==> config.mk <==
export PLATFORM = sky130hd
export DESIGN_NAME = div_unit_flat
export DESIGN_NICKNAME = d
export VERILOG_FILES = /design/src/rtl/div_if.sv /design/src/rtl/div_unit.sv /design/src/flat_wrapper.sv
export SDC_FILE = /design/constraint.sdc
export NUM_CORES = 1
export LEC_CHECK = 0
export ABC_AREA = 1
export CELL_PAD_IN_SITES_DETAIL_PLACEMENT = 1
export CELL_PAD_IN_SITES_GLOBAL_PLACEMENT = 1
export CORE_ASPECT_RATIO = 0.8
export CORE_MARGIN = 2
export CORE_UTILIZATION = 36
export CTS_CLUSTER_DIAMETER = 60
export DETAILED_ROUTE_END_ITERATION = 8
export DONT_BUFFER_PORTS = 1
export HOLD_SLACK_MARGIN = 0.08
export PLACE_DENSITY = 0.67
export SYNTH_ARGS = -nofsm -noshare
export SYNTH_HDL_FRONTEND = slang
export SYNTH_SLANG_ARGS = --single-unit
==> constraint.sdc <==
create_clock -name Clk -period 5.2 [get_ports Clk]
set_input_delay 0.26 -clock Clk [delete_from_list [all_inputs] [get_ports Clk]]
set_output_delay 0.26 -clock Clk [all_outputs]
set_load 0.005 [all_outputs]
==> src/rtl/div_if.sv <==
// div_if: handshake and operand/result bundle between the control FSM and div_unit.
// Ports (signals):
//   start            - single-cycle division request
//   dividend/divisor - signed operands, sampled on the start edge
//   hi/lo            - remainder/quotient results, held until the next successful division
//   busy             - division in progress
//   done             - one-cycle completion pulse
//   div_zero         - one-cycle divide-by-zero pulse, coincident with done
interface div_if #(parameter int WIDTH = 32);
    logic             start;
    logic [WIDTH-1:0] dividend;
    logic [WIDTH-1:0] divisor;
    logic [WIDTH-1:0] hi;
    logic [WIDTH-1:0] lo;
    logic             busy;
    logic             done;
    logic             div_zero;
    modport master (output start, dividend, divisor, input hi, lo, busy, done, div_zero);
    modport slave (input start, dividend, divisor, output hi, lo, busy, done, div_zero);
endinterface

==> src/rtl/div_unit.sv <==
// div_unit: sequential signed restoring divider producing HI (remainder) and LO (quotient).
// Ports:
//   Clk   - clock, all state changes on the rising edge
//   Reset - synchronous active-high reset
//   bus   - div_if slave: start/dividend/divisor in; hi/lo/busy/done/div_zero out
module div_unit #(parameter int WIDTH = 32) (
    input logic Clk,
    input logic Reset,
    div_if.slave bus
);
    localparam int CW = $clog2(WIDTH);
    typedef enum logic [1:0] {IDLE, RUN, FIX, ZERO} state_t;
    state_t state;
    logic [WIDTH-1:0] rem, quo, dsr, absDividend, absDivisor, diff;
    logic [WIDTH:0] remShift;
    logic [CW-1:0] count;
    logic qNeg, rNeg, ge;
    // Magnitudes fit in WIDTH unsigned bits (|0x80000000| = 0x80000000), and the
    // partial remainder is always below the divisor magnitude, so the difference
    // only needs WIDTH bits once the comparison has been made at WIDTH+1 bits.
    always_comb begin
        absDividend = bus.dividend[WIDTH-1] ? -bus.dividend : bus.dividend;
        absDivisor = bus.divisor[WIDTH-1] ? -bus.divisor : bus.divisor;
        remShift = {rem, quo[WIDTH-1]};
        ge = remShift >= {1'b0, dsr};
        diff = remShift[WIDTH-1:0] - dsr;
    end
    always_ff @(posedge Clk) begin
        if (Reset) begin
            state <= IDLE;
            rem <= '0;
            quo <= '0;
            dsr <= '0;
            count <= '0;
            qNeg <= 1'b0;
            rNeg <= 1'b0;
            bus.hi <= '0;
            bus.lo <= '0;
            bus.busy <= 1'b0;
            bus.done <= 1'b0;
            bus.div_zero <= 1'b0;
        end else begin
            bus.done <= 1'b0;
            bus.div_zero <= 1'b0;
            case (state)
                IDLE: begin
                    // The done cycle is also IDLE; a start there is ignored.
                    if (bus.start && !bus.done) begin
                        if (bus.divisor == '0) begin
                            state <= ZERO;
                        end else begin
                            quo <= absDividend;
                            dsr <= absDivisor;
                            qNeg <= bus.dividend[WIDTH-1] ^ bus.divisor[WIDTH-1];
                            rNeg <= bus.dividend[WIDTH-1];
                            rem <= '0;
                            count <= '0;
                            bus.busy <= 1'b1;
                            state <= RUN;
                        end
                    end
                end
                RUN: begin
                    rem <= ge ? diff : remShift[WIDTH-1:0];
                    quo <= {quo[WIDTH-2:0], ge};
                    count <= count + 1'b1;
                    if (count == CW'(WIDTH - 1)) state <= FIX;
                end
                FIX: begin
                    bus.lo <= qNeg ? -quo : quo;
                    bus.hi <= rNeg ? -rem : rem;
                    bus.done <= 1'b1;
                    bus.busy <= 1'b0;
                    state <= IDLE;
                end
                ZERO: begin
                    bus.done <= 1'b1;
                    bus.div_zero <= 1'b1;
                    state <= IDLE;
                end
            endcase
        end
    end
endmodule

==> src/flat_wrapper.sv <==
// flat-port wrapper written by rule: the top's interface ports become plain ports
module div_unit_flat 
#(parameter int WIDTH = 32)
  (Clk, Reset, bus_start, bus_dividend, bus_divisor, bus_hi, bus_lo, bus_busy, bus_done, bus_div_zero);
  div_if #(.WIDTH(WIDTH)) bus_i ();
  input logic Clk;
  input logic Reset;
  input wire logic [$bits(bus_i.start)-1:0] bus_start;
  input wire logic [$bits(bus_i.dividend)-1:0] bus_dividend;
  input wire logic [$bits(bus_i.divisor)-1:0] bus_divisor;
  output wire logic [$bits(bus_i.hi)-1:0] bus_hi;
  output wire logic [$bits(bus_i.lo)-1:0] bus_lo;
  output wire logic [$bits(bus_i.busy)-1:0] bus_busy;
  output wire logic [$bits(bus_i.done)-1:0] bus_done;
  output wire logic [$bits(bus_i.div_zero)-1:0] bus_div_zero;
  assign bus_i.start = bus_start;
  assign bus_i.dividend = bus_dividend;
  assign bus_i.divisor = bus_divisor;
  assign bus_hi = bus_i.hi;
  assign bus_lo = bus_i.lo;
  assign bus_busy = bus_i.busy;
  assign bus_done = bus_i.done;
  assign bus_div_zero = bus_i.div_zero;
  div_unit #(.WIDTH(WIDTH)) u_core (.Clk(Clk), .Reset(Reset), .bus(bus_i));
endmodule
==> run summary <==
run status: finished, final reports clean
register area share after synthesis: 27.44%
worst path arrival time: 3.57 ns
pwr dens: 361.0 nW/um2
top layer used by detailed routing: met5
Root Driver: clkbuf_16
largest net degree at the start of global routing: 88
Final Hold Viols: 0
routed wire length: 47,970 um
layout cells sized above 1: 4.661%
WHS Path Cells: 3
wire length on met3: 3025 um
H-Tree Depth: 4
flop and latch count out of synthesis: 172
Max-cap violations: 0
DR vias: 13,090
Ys Warns: 0
Clock Skew: 0.01576 ns
post-cts gate resize count: 0
# rows: 61
CTS tree: built
clk sink count: 172
Post-synth top flop: dfxtp_1
diode count: 0
initial antenna violation count: 1
Worst-Skew Late Latency: 0.45 ns
Worst EP required: 5.57 ns
Via density: 5.215
dpl hpwl: 37,880 um
critical path's top delay family: simple AND/OR/NAND/NOR gates
aggregate global routing overflow: 0
crit path launch type: register
Die Span X: 212.7 um
Setup WS post-layout: 1.995 ns
Die ar.: 36,370 um2
Synth Cell Area: 12,550 um2
Clock Path Buffers: 2
CP cell instances: ha_1 > nand2_1 > nand2_1 > nand2_1 > nand2_1 > nand3b_4 > nand2_2 > nand2_2 > nand2_2 > nand2_1 > buf_4 > nand2_1 > nand3_1 > a21oi_1
met2 WL: 17,820 um
Gate Count Post-Synth: 2,048
VDD IR max: 0.2132 mV
WL met1: 26,570 um
Pleak: 6.641 nW
unrepaired setup endpoints after global routing: false
Total GRT Usage: 26.44%
Slew HR: 40.78%
most frequent cells in the layout: 553 x nand2_1, 312 x inv_1, 218 x nor2_1, 172 x dfxtp_1, 147 x nand3_1
final setup vio count: 0
I/O Buffers: 0
Post-synth ARST share: 0%
Fin Setup TNS: 0 ns
Final Max Tran Viols: 0
DR iter-0 viols: 954
post-CTS setup buffers: 0
ANT nets after route: 0
EDFF count, synth: 0
first-pass GRT wire length: 73,480 um
placer congestion estimate: 0.9043
Levels on crit path: 14
worst hold path class: in -> reg
die height: 171.0 um
# nets final: 2,131
Post-Place Setup Slack: 2.030 ns
drt pass-1 iters: 5
fmax: 0.3120 GHz
hold_buf cts: 27
CP Buf/Inv Count: 1
slowest CP cell: dfxtp_1
Hold WS: 0.09338 ns
Initial Util: 36.29%
Syn-to-layout area delta: 9.573%
Critical Path End Type: register
# DRC: 0
commonest non-fill, non-tap cell in the layout: nand2_1
overall power: 4.963 mW
largest fanout on the critical path: 29
worst reg-to-reg path cell count: 14
WL per Instance: 19.11 um
Worst path max stage delay: 0.57 ns
Setup CP Type: reg -> reg
syn_nets: 2,154
io pins: 134
clock-pin slew on the worst setup and hold paths: 0.08 ns
TritonCTS Buffers: 17
filler instances: 4,616
Tmin final: 3.205 ns
synth unique cells: 49
final critical-path share of the clock period: 61.63%
cell mode on critical path: nand2_1
core area: 34,570 um2
vias in the first global route: 12,510
post-route cell area: 13,750 um2
dpl cell area: 12,850 um2
syn_area_per_cell: 6.126 um2
slew of the pin with the lowest slew margin: 0.8884 ns
## power by group
group | leakage, nW | internal (mW) | switching [mW]
Clock | 0.294 | 0.741 | 0.626
Sequential | 1.40 | 1.41 | 0.123
Combinational | 4.95 | 0.626 | 1.43
Total | 6.64 | 2.78 | 2.18
## worst register-to-register path, cell delays in order (launching register included)
cell      delay (ns)
dfxtp_1         0.57
ha_1            0.36
nand2_1         0.09
nand2_1         0.10
nand2_1         0.08
nand2_1         0.08
nand3b_4        0.19
nand2_2         0.09
nand2_2         0.06
nand2_2         0.57
nand2_1         0.29
buf_4           0.31
nand2_1         0.11
nand3_1         0.06
a21oi_1         0.17
## stage by stage
step           std cells  util, %
2_1_floorplan       2048        -
3_3_place_gp        2451    37.16
3_5_place_dp        2451    37.16
4_1_cts             2510    39.76
5_1_grt             2510    39.76
6_report            2510    39.76
## layer usage
metal  track usage (%)  vias to the layer above
met5                 0                        -
li1                  -                     6492
met1             43.38                     6228
met2             34.85                      338
met4             5.230                        2
met3             4.167                       30
## synthesized netlist by cell type, types with 26 or more instances
library cell,instances,area [um2]
nor2_1,221,829.6
nand3_1,147,735.7
a21oi_1,123,615.6
o21ai_0,92,460.4
o22ai_1,26,162.7
xor2_1,65,569.3
ha_1,38,475.5
nand2_1,553,2076
clkbuf_1,43,161.4
nor3_1,31,155.2
dfxtp_1,172,3443
inv_1,312,1171
xnor2_1,26,227.7
## worst paths after layout
path	start	to	slack, ns
setup / recovery	u_core.rem[5]	u_core.rem[20]	2.00
hold / removal	bus_divisor[23]	u_core.dsr[23]	0.09
setup reg to reg	u_core.rem[5]	u_core.rem[20]	2.00
hold reg to reg	u_core.count[4]	u_core.count[4]	0.48
## registers in the layout, summed over array words and instances (netlist names)
name	count
u_core.bus.done	1
u_core.rNeg	1
u_core.qNeg	1
u_core.count	5
u_core.state	2
u_core.bus.lo	32
u_core.rem	32
u_core.quo	32
u_core.bus.busy	1
u_core.bus.div_zero	1
u_core.bus.hi	32
u_core.dsr	32
## area by class of cell
cell class,instances,area [um2],share of cell area (%)
Multi-Input combinational cell,1485,7580,55.13
Sequential cell,172,3443,25.05
Inverter,315,1182,8.600
Tap cell,472,590.6,4.296
Clock buffer,18,439.2,3.194
Timing Repair Buffer,34,340.3,2.475
Clock inverter,14,172.7,1.256
## cells by family after synthesis
family          count (synthesis)  share of synthesized area (%)
xor+xnor                       91                          6.352
flops                         172                          27.44
fa+ha+maj                      39                          3.949
simple gates                 1046                          36.05
compound gates                309                          13.87
buf+inv                       391                          12.34
Power figures use the tool's default switching activity.
